<file path="src/rtl/fetch_sequencer_pkg.sv">
// Shared fetch-stage types: bus widths, reset/depth defaults and the fetch state encoding.
// Pure declarations; no logic, no latency.
package fetch_sequencer_pkg;

  localparam int INSTR_W = 16;
  localparam int ADDR_W  = 16;

  typedef logic [INSTR_W-1:0] instr_t;
  typedef logic [ADDR_W-1:0]  addr_t;

  localparam addr_t       RESET_PC_DEF   = 16'h0000;
  localparam int unsigned IMEM_DEPTH_DEF = 256;

  typedef enum logic [2:0] {
    ST_PRIME  = 3'd0,
    ST_RUN    = 3'd1,
    ST_HOLD   = 3'd2,
    ST_BUBBLE = 3'd3,
    ST_FAULT  = 3'd4
  } fetch_state_e;

  function automatic logic addr_in_range(input addr_t a, input int unsigned depth);
    return 32'(a) < depth;
  endfunction

endpackage

</file>
<file path="src/rtl/fetch_sequencer_if.sv">
// Fetch-stage bundle: decode-side controls, instruction-memory port and fetch output.
// master = fetch sequencer, slave = surrounding pipeline / memory.
interface fetch_sequencer_if;
  import fetch_sequencer_pkg::*;

  logic   stall;
  logic   kill;
  logic   redirect_valid;
  addr_t  redirect_target;
  addr_t  imem_addr;
  logic   imem_stall;
  instr_t imem_instruction;
  instr_t if_instruction;
  addr_t  if_pc;
  logic   if_valid;
  logic   fetch_fault;

  modport master (
    input  stall,
    input  kill,
    input  redirect_valid,
    input  redirect_target,
    input  imem_instruction,
    output imem_addr,
    output imem_stall,
    output if_instruction,
    output if_pc,
    output if_valid,
    output fetch_fault
  );

  modport slave (
    output stall,
    output kill,
    output redirect_valid,
    output redirect_target,
    output imem_instruction,
    input  imem_addr,
    input  imem_stall,
    input  if_instruction,
    input  if_pc,
    input  if_valid,
    input  fetch_fault
  );

endinterface

</file>
<file path="src/rtl/fetch_sequencer_next_pc.sv">
// Fetch FSM and next-PC / next-output selection; purely combinational apart from the state register.
// Priority per edge: redirect > fault > stall > out-of-range > prime > kill/normal.
module fetch_next_pc
  import fetch_sequencer_pkg::*;
#(
  parameter int unsigned IMEM_DEPTH = IMEM_DEPTH_DEF
) (
  input  logic  clk,
  input  logic  reset,
  input  logic  i_stall,
  input  logic  i_kill,
  input  logic  i_redirect_valid,
  input  addr_t i_redirect_target,
  input  addr_t i_pc,
  input  addr_t i_pc_q,
  input  logic  i_v_q,
  output addr_t o_pc_nxt,
  output addr_t o_pc_q_nxt,
  output logic  o_v_nxt,
  output logic  o_fault
);

  fetch_state_e r_state;
  fetch_state_e w_state_nxt;
  logic         w_pc_ok;
  logic         w_tgt_ok;

  assign w_pc_ok  = addr_in_range(i_pc, IMEM_DEPTH);
  assign w_tgt_ok = addr_in_range(i_redirect_target, IMEM_DEPTH);

  always_ff @(posedge clk) begin
    if (reset) begin
      r_state <= ST_PRIME;
    end else begin
      r_state <= w_state_nxt;
    end
  end

  // An out-of-range redirect from FAULT stays in FAULT so fetch_fault never blips low.
  always_comb begin
    w_state_nxt = r_state;
    if (i_redirect_valid) begin
      w_state_nxt = (r_state == ST_FAULT && !w_tgt_ok) ? ST_FAULT : ST_BUBBLE;
    end else if (r_state == ST_FAULT) begin
      w_state_nxt = ST_FAULT;
    end else if (i_stall) begin
      w_state_nxt = (r_state == ST_PRIME) ? ST_PRIME : ST_HOLD;
    end else if (!w_pc_ok) begin
      w_state_nxt = ST_FAULT;
    end else begin
      w_state_nxt = ST_RUN;
    end
  end

  // PRIME spends one edge loading RESET_PC into the memory; the data it returns is the first real word.
  always_comb begin
    o_pc_nxt   = i_pc;
    o_pc_q_nxt = i_pc_q;
    o_v_nxt    = i_v_q;
    o_fault    = (r_state == ST_FAULT);
    if (i_redirect_valid) begin
      o_pc_nxt   = i_redirect_target;
      o_pc_q_nxt = i_pc;
      o_v_nxt    = 1'b0;
    end else if (r_state == ST_FAULT) begin
      o_v_nxt = 1'b0;
    end else if (i_stall) begin
      o_v_nxt = i_v_q;
    end else if (!w_pc_ok) begin
      o_v_nxt = 1'b0;
    end else if (r_state == ST_PRIME) begin
      o_pc_q_nxt = i_pc;
      o_v_nxt    = 1'b0;
    end else begin
      o_pc_nxt   = i_pc + 16'd1;
      o_pc_q_nxt = i_pc;
      o_v_nxt    = ~i_kill;
    end
  end

endmodule

</file>
<file path="src/rtl/fetch_sequencer.sv">
// Instruction fetch sequencer: pc / pc_q / v_q registers around the fetch_next_pc FSM.
// Word at address A appears on if_instruction one edge after imem_addr=A is accepted; stall freezes PC and memory output.
module fetch_sequencer
  import fetch_sequencer_pkg::*;
#(
  parameter addr_t       RESET_PC   = RESET_PC_DEF,
  parameter int unsigned IMEM_DEPTH = IMEM_DEPTH_DEF
) (
  input  logic               clk,
  input  logic               reset,
  fetch_sequencer_if.master  bus
);

  addr_t r_pc;
  addr_t r_pc_q;
  logic  r_v_q;

  addr_t w_pc_nxt;
  addr_t w_pc_q_nxt;
  logic  w_v_nxt;
  logic  w_fault;

  fetch_next_pc #(
    .IMEM_DEPTH (IMEM_DEPTH)
  ) u_next_pc (
    .clk               (clk),
    .reset             (reset),
    .i_stall           (bus.stall),
    .i_kill            (bus.kill),
    .i_redirect_valid  (bus.redirect_valid),
    .i_redirect_target (bus.redirect_target),
    .i_pc              (r_pc),
    .i_pc_q            (r_pc_q),
    .i_v_q             (r_v_q),
    .o_pc_nxt          (w_pc_nxt),
    .o_pc_q_nxt        (w_pc_q_nxt),
    .o_v_nxt           (w_v_nxt),
    .o_fault           (w_fault)
  );

  always_ff @(posedge clk) begin
    if (reset) begin
      r_pc   <= RESET_PC;
      r_pc_q <= 16'h0000;
      r_v_q  <= 1'b0;
    end else begin
      r_pc   <= w_pc_nxt;
      r_pc_q <= w_pc_q_nxt;
      r_v_q  <= w_v_nxt;
    end
  end

  // A redirect must reach the memory even under a decode stall.
  assign bus.imem_addr      = r_pc;
  assign bus.imem_stall     = bus.stall & ~bus.redirect_valid;
  assign bus.if_instruction = bus.imem_instruction;
  assign bus.if_pc          = r_pc_q;
  assign bus.if_valid       = r_v_q;
  assign bus.fetch_fault    = w_fault;

endmodule

</file>
<file path="src/flat_wrapper.sv">
// flat-port wrapper written by rule: the top's interface ports become plain ports
module fetch_sequencer_flat import fetch_sequencer_pkg::*;
#(
  parameter addr_t       RESET_PC   = RESET_PC_DEF,
  parameter int unsigned IMEM_DEPTH = IMEM_DEPTH_DEF
)
  (clk, reset, bus_stall, bus_kill, bus_redirect_valid, bus_redirect_target, bus_imem_instruction, bus_imem_addr, bus_imem_stall, bus_if_instruction, bus_if_pc, bus_if_valid, bus_fetch_fault);
  fetch_sequencer_if bus_i ();
  input  logic clk;
  input  logic reset;
  input wire logic [$bits(bus_i.stall)-1:0] bus_stall;
  input wire logic [$bits(bus_i.kill)-1:0] bus_kill;
  input wire logic [$bits(bus_i.redirect_valid)-1:0] bus_redirect_valid;
  input wire logic [$bits(bus_i.redirect_target)-1:0] bus_redirect_target;
  input wire logic [$bits(bus_i.imem_instruction)-1:0] bus_imem_instruction;
  output wire logic [$bits(bus_i.imem_addr)-1:0] bus_imem_addr;
  output wire logic [$bits(bus_i.imem_stall)-1:0] bus_imem_stall;
  output wire logic [$bits(bus_i.if_instruction)-1:0] bus_if_instruction;
  output wire logic [$bits(bus_i.if_pc)-1:0] bus_if_pc;
  output wire logic [$bits(bus_i.if_valid)-1:0] bus_if_valid;
  output wire logic [$bits(bus_i.fetch_fault)-1:0] bus_fetch_fault;
  assign bus_i.stall = bus_stall;
  assign bus_i.kill = bus_kill;
  assign bus_i.redirect_valid = bus_redirect_valid;
  assign bus_i.redirect_target = bus_redirect_target;
  assign bus_i.imem_instruction = bus_imem_instruction;
  assign bus_imem_addr = bus_i.imem_addr;
  assign bus_imem_stall = bus_i.imem_stall;
  assign bus_if_instruction = bus_i.if_instruction;
  assign bus_if_pc = bus_i.if_pc;
  assign bus_if_valid = bus_i.if_valid;
  assign bus_fetch_fault = bus_i.fetch_fault;
  fetch_sequencer #(.RESET_PC(RESET_PC), .IMEM_DEPTH(IMEM_DEPTH)) u_core (.clk(clk), .reset(reset), .bus(bus_i));
endmodule
</file>
<file path="config.mk">
export PLATFORM = sky130hd
export DESIGN_NAME = fetch_sequencer_flat
export DESIGN_NICKNAME = d
export VERILOG_FILES = /design/src/rtl/fetch_sequencer_pkg.sv /design/src/rtl/fetch_sequencer_if.sv /design/src/rtl/fetch_sequencer_next_pc.sv /design/src/rtl/fetch_sequencer.sv /design/src/flat_wrapper.sv
export SDC_FILE = /design/constraint.sdc
export NUM_CORES = 1
export LEC_CHECK = 0
export ABC_AREA = 1
export BUFFER_PORTS_ARGS = -buffer_cell sky130_fd_sc_hd__buf_4
export CAP_MARGIN = 20
export CORE_MARGIN = 2
export CORE_UTILIZATION = 39
export CTS_BUF_LIST = sky130_fd_sc_hd__clkbuf_8
export CTS_CLUSTER_SIZE = 40
export DETAILED_ROUTE_END_ITERATION = 6
export GPL_TIMING_DRIVEN = 0
export HOLD_SLACK_MARGIN = 0.1
export MAX_ROUTING_LAYER = met4
export PLACE_DENSITY = 0.68
export SYNTH_ARGS = -nofsm -noshare
export SYNTH_HDL_FRONTEND = slang
export SYNTH_SLANG_ARGS = --single-unit
</file>
<file path="constraint.sdc">
create_clock -name clk -period 1.42 [get_ports clk]
set_input_delay 0.284 -clock clk [delete_from_list [all_inputs] [get_ports clk]]
set_output_delay 0.284 -clock clk [all_outputs]
set_load 0.02 [all_outputs]
</file>
Word-level counts from Yosys, hierarchy flattened --
Index checks and enable logic that the tools add are counted. Widths: inputs -> output; s select.
Operators by class: add/subtract/negate cells 1, $mul 0, div/mod/pow operators 0, $lt $le $gt $ge 2, equal/unequal tests 4, shift-type cells 0, multiplexer cells 17, bitwise operators 3, reduce and logical (&&, ||, !) cells 7
Operators by type and width (number):
- $mux 16 | 9
- $lt 16x9->1 const B | 2
- $add 16x1->16 const B | 1
- $mux 3 | 5
- $ne 2x2->1 const B | 2
- $reduce_and 4->1 | 1
- $eq 3x3->1 const B | 1
- $logic_not 3->1 | 1
- $reduce_and 3->1 | 1
- $reduce_or 3->1 | 1
- $mux 1 | 2
- $mux 2 | 1
- $ne 2x1->1 const B | 1
- $not 1->1 | 2
- $reduce_bool 2->1 | 1
- $and 1x1->1 | 1
- $logic_and 1x1->1 | 1
- $logic_not 1->1 | 1
Storage, ports and cells: register bits after elaboration 36, bits in latches 0, memory bits (writable) 0, ROM bits 0, output and inout bits 51, memories kept 0

Longest topological paths before layout --
depth after elaboration 6, depth in mapped cells 9

Modules after synthesis --
A second synthesis with hierarchy kept.
Second synthesis, totals: cells, all modules 297, area total of the unflattened synthesis 1996.9 um^2
Modules (own cells, without submodules):
- fetch_sequencer | times used 1, cells an instance 121, area an instance 1086.0 um^2, sequential area each 660.6 um^2
- fetch_next_pc | times used 1, cells an instance 176, area an instance 910.9 um^2, sequential area each 60.1 um^2

Worst setup path after synthesis --
No wires, ideal clock.
path kind register to register, start register u_core.r_pc[1] (netlist: u_core.bus.imem_addr[1]), end register u_core.r_pc[8] (netlist: u_core.bus.imem_addr[8]), arrival time 1258 ps, slack 50 ps, cell stages (with the launch flop) 9, path buffers 0, clock period less this slack 1370 ps, cells stage by stage dfxtp_1 ha_1 nand2_1 nor2_1 nand3_1 nand3_1 nand2_1 nor2_1 nor2_1
Between the ends: cells in the longest elaborated chain, start to end 6
RTL lines:
- start, declared | line fetch_sequencer.sv:14 | addr_t r_pc;
- start signal, assigned | line fetch_sequencer.sv:47 | r_pc <= w_pc_nxt;
- $add 16x1->16 | line fetch_sequencer_next_pc.sv:75 | o_pc_nxt = i_pc + 16'd1;
- $mux 16 | line fetch_sequencer_next_pc.sv:71 | end else if (r_state == ST_PRIME) begin
- $mux 16 | line fetch_sequencer_next_pc.sv:69 | end else if (!w_pc_ok) begin
- $mux 16 | line fetch_sequencer_next_pc.sv:67 | end else if (i_stall) begin
- $mux 16 | line fetch_sequencer_next_pc.sv:65 | end else if (r_state == ST_FAULT) begin
- $mux 16 | line fetch_sequencer_next_pc.sv:61 | if (i_redirect_valid) begin
Parallel ways exist; a longest one is shown, timed or not. The select of a mux whose other input is x is not followed. A chain may end at the register's enable or synchronous reset.

Final worst setup path --
start register u_core.r_pc[11] (netlist: u_core.bus.imem_addr[11]), end register u_core.r_pc_q[4] (netlist: u_core.bus.if_pc[4])
Between the ends: cells in the longest elaborated chain, start to end 3
RTL lines:
- $lt 16x9->1 | line fetch_sequencer_pkg.sv:23 | return 32'(a) < depth;
- $reduce_bool 2->1 (no source line)
- $reduce_and 3->1 (no source line)
- end signal, assigned | line fetch_sequencer.sv:48 | r_pc_q <= w_pc_q_nxt;
- end, declared | line fetch_sequencer.sv:15 | addr_t r_pc_q;
Every way passes these cells.

==> impl_results.md <==
* Final setup violation count at 0
* Final Core Density at 59.2%
* CORE AREA at 0.00514 mm^2
* Largest net degree at the start of global routing at 13
* Clk Latency, worst-skew pair at 0.29 ns
* Most frequent cell after synthesis: nor2_1
* Hold WC Path Type: input pin to flip-flop
* First-pass GRT wire length at 8740 um
* CP cell instances: nor2_4 -> nand2_4 -> nor2_4 -> nand3_4 -> clkbuf_16 -> nand3_1 -> nand2_1 -> nor2_1
* CTS Buffer Depth at 2
* Via count at 2254
* Vias in the first global route at 1853
* Most common library cells after synthesis: 73 x nor2_1, 71 x nand2_1, 43 x nand3_1
* Clock transition at path regs at 0.08 ns
* Die Ht at 77.0 um
* Tcrit/Tclk final at 97.1%
* Worst-Margin Slew at 0.463 ns
* CP required at 1.66 ns
* FILL cells at 515
* Row Count at 26
* Fin nets at 450
* Max stage delay on crit path at 0.36 ns
* Fmax achieved at 725 MHz
* Clk pwr share at 30.3%
* Synth unique cells at 23
* Remaining DRCs at 0
* Die span in x at 77.0 um
* CP max stage cell: dfxtp_4
* Syn Nets at 361
* Tot Pwr at 3020 uW
* Reg area at 743 um^2
* Cell taking the most area after synthesis: dfxtp_1
* Switch share at 32.7%
* Hold WS at 0.200 ns
* Post-synthesis cell count at 323
* Post-synth EDFFs at 0
* Ys flop type: dfxtp_1
* Post-synthesis async set-or-reset flop share at 0%
* H-tree Lvls at 2
* Setup slack at placement at -0.0274 ns
* Gpl congestion at 0.883
* Layout area overhead at 46.1%
* DR vias/cell at 4.67
* Worst Path Max Fanout at 7
* Hpwl dp at 4080 um
* Top cell by count, worst path: nor2_4
* Area contributors post-synth: dfxtp_1 35%, nor2_1 13%, nand2_1 13%, nand3_1 10%, buf_4 7.6%
* Post-Route WL at 5860 um
* Final Max Slew Viols at 0
* Worst setup EP type: flip-flop
* Max Cap Viol at 0
* Initial Util at 40.5%
* Net switching power at 989 uW
* Area occupied by multi-input gates at 0.00108 mm^2
* Global Route Usage Sum at 18.8%
* WS Path Type: flip-flop to flip-flop
* RSZ-0062 raised after global routing: yes
* Post-route minimum period at 1.38 ns
* Root Driver: clkbuf_8
* Pleak at 0.00160 uW
* Gate power share at 30.1%
* CTS tree: yes
* Router iterations before antenna repair at 4
* Ports at 88
* IR drop worst, VDD at 575 uV
* Register bit total from synthesis at 36
* PnR worst setup slack at 0.0414 ns
* Layout Skew at 0.00416 ns
* Internal power at 2040 uW
* PortBufs at 70
* Synthesis warning total at 0
* Final antenna-violating net count at 0
* CP arrival at 1.61 ns
* # clock sinks at 36
* Non-Filler Instances at 483
* Post-synth top area share at 34.6%
* Startpoint type of the worst setup path: flip-flop
* Syn Area/Cell at 6.44 um^2
* Sequential fraction of the synthesis area at 34.6%
* Seq pwr share at 39.6%
* Gr ovfl total at 0
* Outcome: complete, no violations
* N_diodes at 0
* Antenna violations before repair at 0
* Cell area after technology mapping at 0.00208 mm^2
* Final hold violation count at 0
* Die ar. at 0.00594 mm^2
* Starting DRC count in detailed routing at 111
* DR WL/cell at 12.1 um
* Slew Limit Headroom at 69.1%
* Power Density at 995 mW/mm^2
* CTS Buf Count at 5
* Placed cell count at 463
* Share of layout cells above drive strength 1 at 37.0%
## power groups by stage
| stage | Sequential (uW) | Clock [uW] | Combinational, uW |
|---|---|---|---|
| 6_report | 1200 | 915 | 911 |
| 2_1_floorplan | 1300 | 0 | 422 |
| 3_5_place_dp | 1210 | 0 | 814 |
| 3_3_place_gp | 1210 | 0 | 806 |
| 5_1_grt | 1210 | 990 | 989 |
| 4_1_cts | 1190 | 933 | 828 |
## final cells by class
cell class | instances | share of cell area (%)
Buffer | 29 | 7.74
Clock buffer | 5 | 2.26
Clock inverter | 3 | 1.40
Inverter | 40 | 4.94
Multi-Input combinational cell | 218 | 35.5
Sequential cell | 36 | 24.4
Tap cell | 70 | 2.88
Timing Repair Buffer | 82 | 20.8
## worst max-delay path, delay by kind of cell (launching register included)
family / cells / cell delay [ns]
flip-flops: 1 / 0.36
buffers and inverters: 1 / 0.20
AND/OR/NAND/NOR: 7 / 0.75
## flip-flops by register name, summed over array words and instances (netlist names)
| signal | flops |
|---|---|
| u_core.bus.if_pc | 16 |
| u_core.bus.if_valid | 1 |
| u_core.bus.imem_addr | 16 |
| u_core.u_next_pc.r_state | 3 |
## final timing paths
kind	depth (start not counted)	slack [ns]	from	endpoint
max reg2reg	8	0.04	u_core.bus.imem_addr[11]$_SDFFE_PP0P_	u_core.bus.if_pc[4]$_SDFFE_PP0P_
min reg2reg	2	0.47	u_core.bus.if_valid$_SDFFE_PP0N_	u_core.bus.if_valid$_SDFFE_PP0N_
max	8	0.04	u_core.bus.imem_addr[11]$_SDFFE_PP0P_	u_core.bus.if_pc[4]$_SDFFE_PP0P_
min	2	0.20	reset	u_core.u_next_pc.r_state[1]$_SDFF_PP0_
## cells by family after synthesis
group | synth area share [%]
AND/OR/NAND/NOR | 42.8
buffers and inverters | 18.2
flip-flops | 34.6
AO/OA/AOI/OAI | 3.79
adder cells (fa/ha/maj) | 0.601
## repair_timing
| action | 4_1_cts | 5_1_grt |
|---|---|---|
| endpoints found under the setup margin | 10 | 29 |
| pin swaps | 2 | 11 |
| buffers inserted | 1 | 10 |
| resized for setup | 5 | 32 |
| gates cloned | 0 | 1 |
| hold buffers | 0 | 0 |
## layout by cell type (no fill, tap or decap), types with 2 or more instances in the layout
master | synthesis | final
a211oi_1 | 2 | 2
a21oi_1 | 3 | 3
buf_2 | 2 | 2
buf_4 | 21 | 102
buf_6 | 5 | 3
buf_8 | 0 | 2
clkbuf_8 | 0 | 5
dfxtp_1 | 36 | 26
dfxtp_2 | 0 | 6
dfxtp_4 | 0 | 4
inv_1 | 39 | 39
nand2_1 | 71 | 69
nand2_4 | 0 | 3
nand3_1 | 43 | 41
nand3_2 | 5 | 4
nand3_4 | 1 | 4
nor2_1 | 73 | 68
nor2_2 | 4 | 4
nor2_4 | 1 | 6
o21ai_0 | 8 | 8
## per-stage QoR
| step | area, um^2 | TNS, ns |
|---|---|---|
| after floorplan | 2080 | 0 |
| after global placement | 2690 | -0.00209 |
| after detailed placement | 2690 | -0.103 |
| after CTS | 2830 | 0 |
| after global routing | 3040 | -0.361 |
| final | 3040 | 0 |
## metal layers
metal  track usage [%]  share of wire (%)  vias up
li1                  -                  -     1158
met1              24.0                 44     1013
met2              30.2                 49       72
met3              3.18                5.5       11
met4              6.61                1.3        0
met5                 -                  0        -
Note: power is estimated with default switching activity, not from simulation.
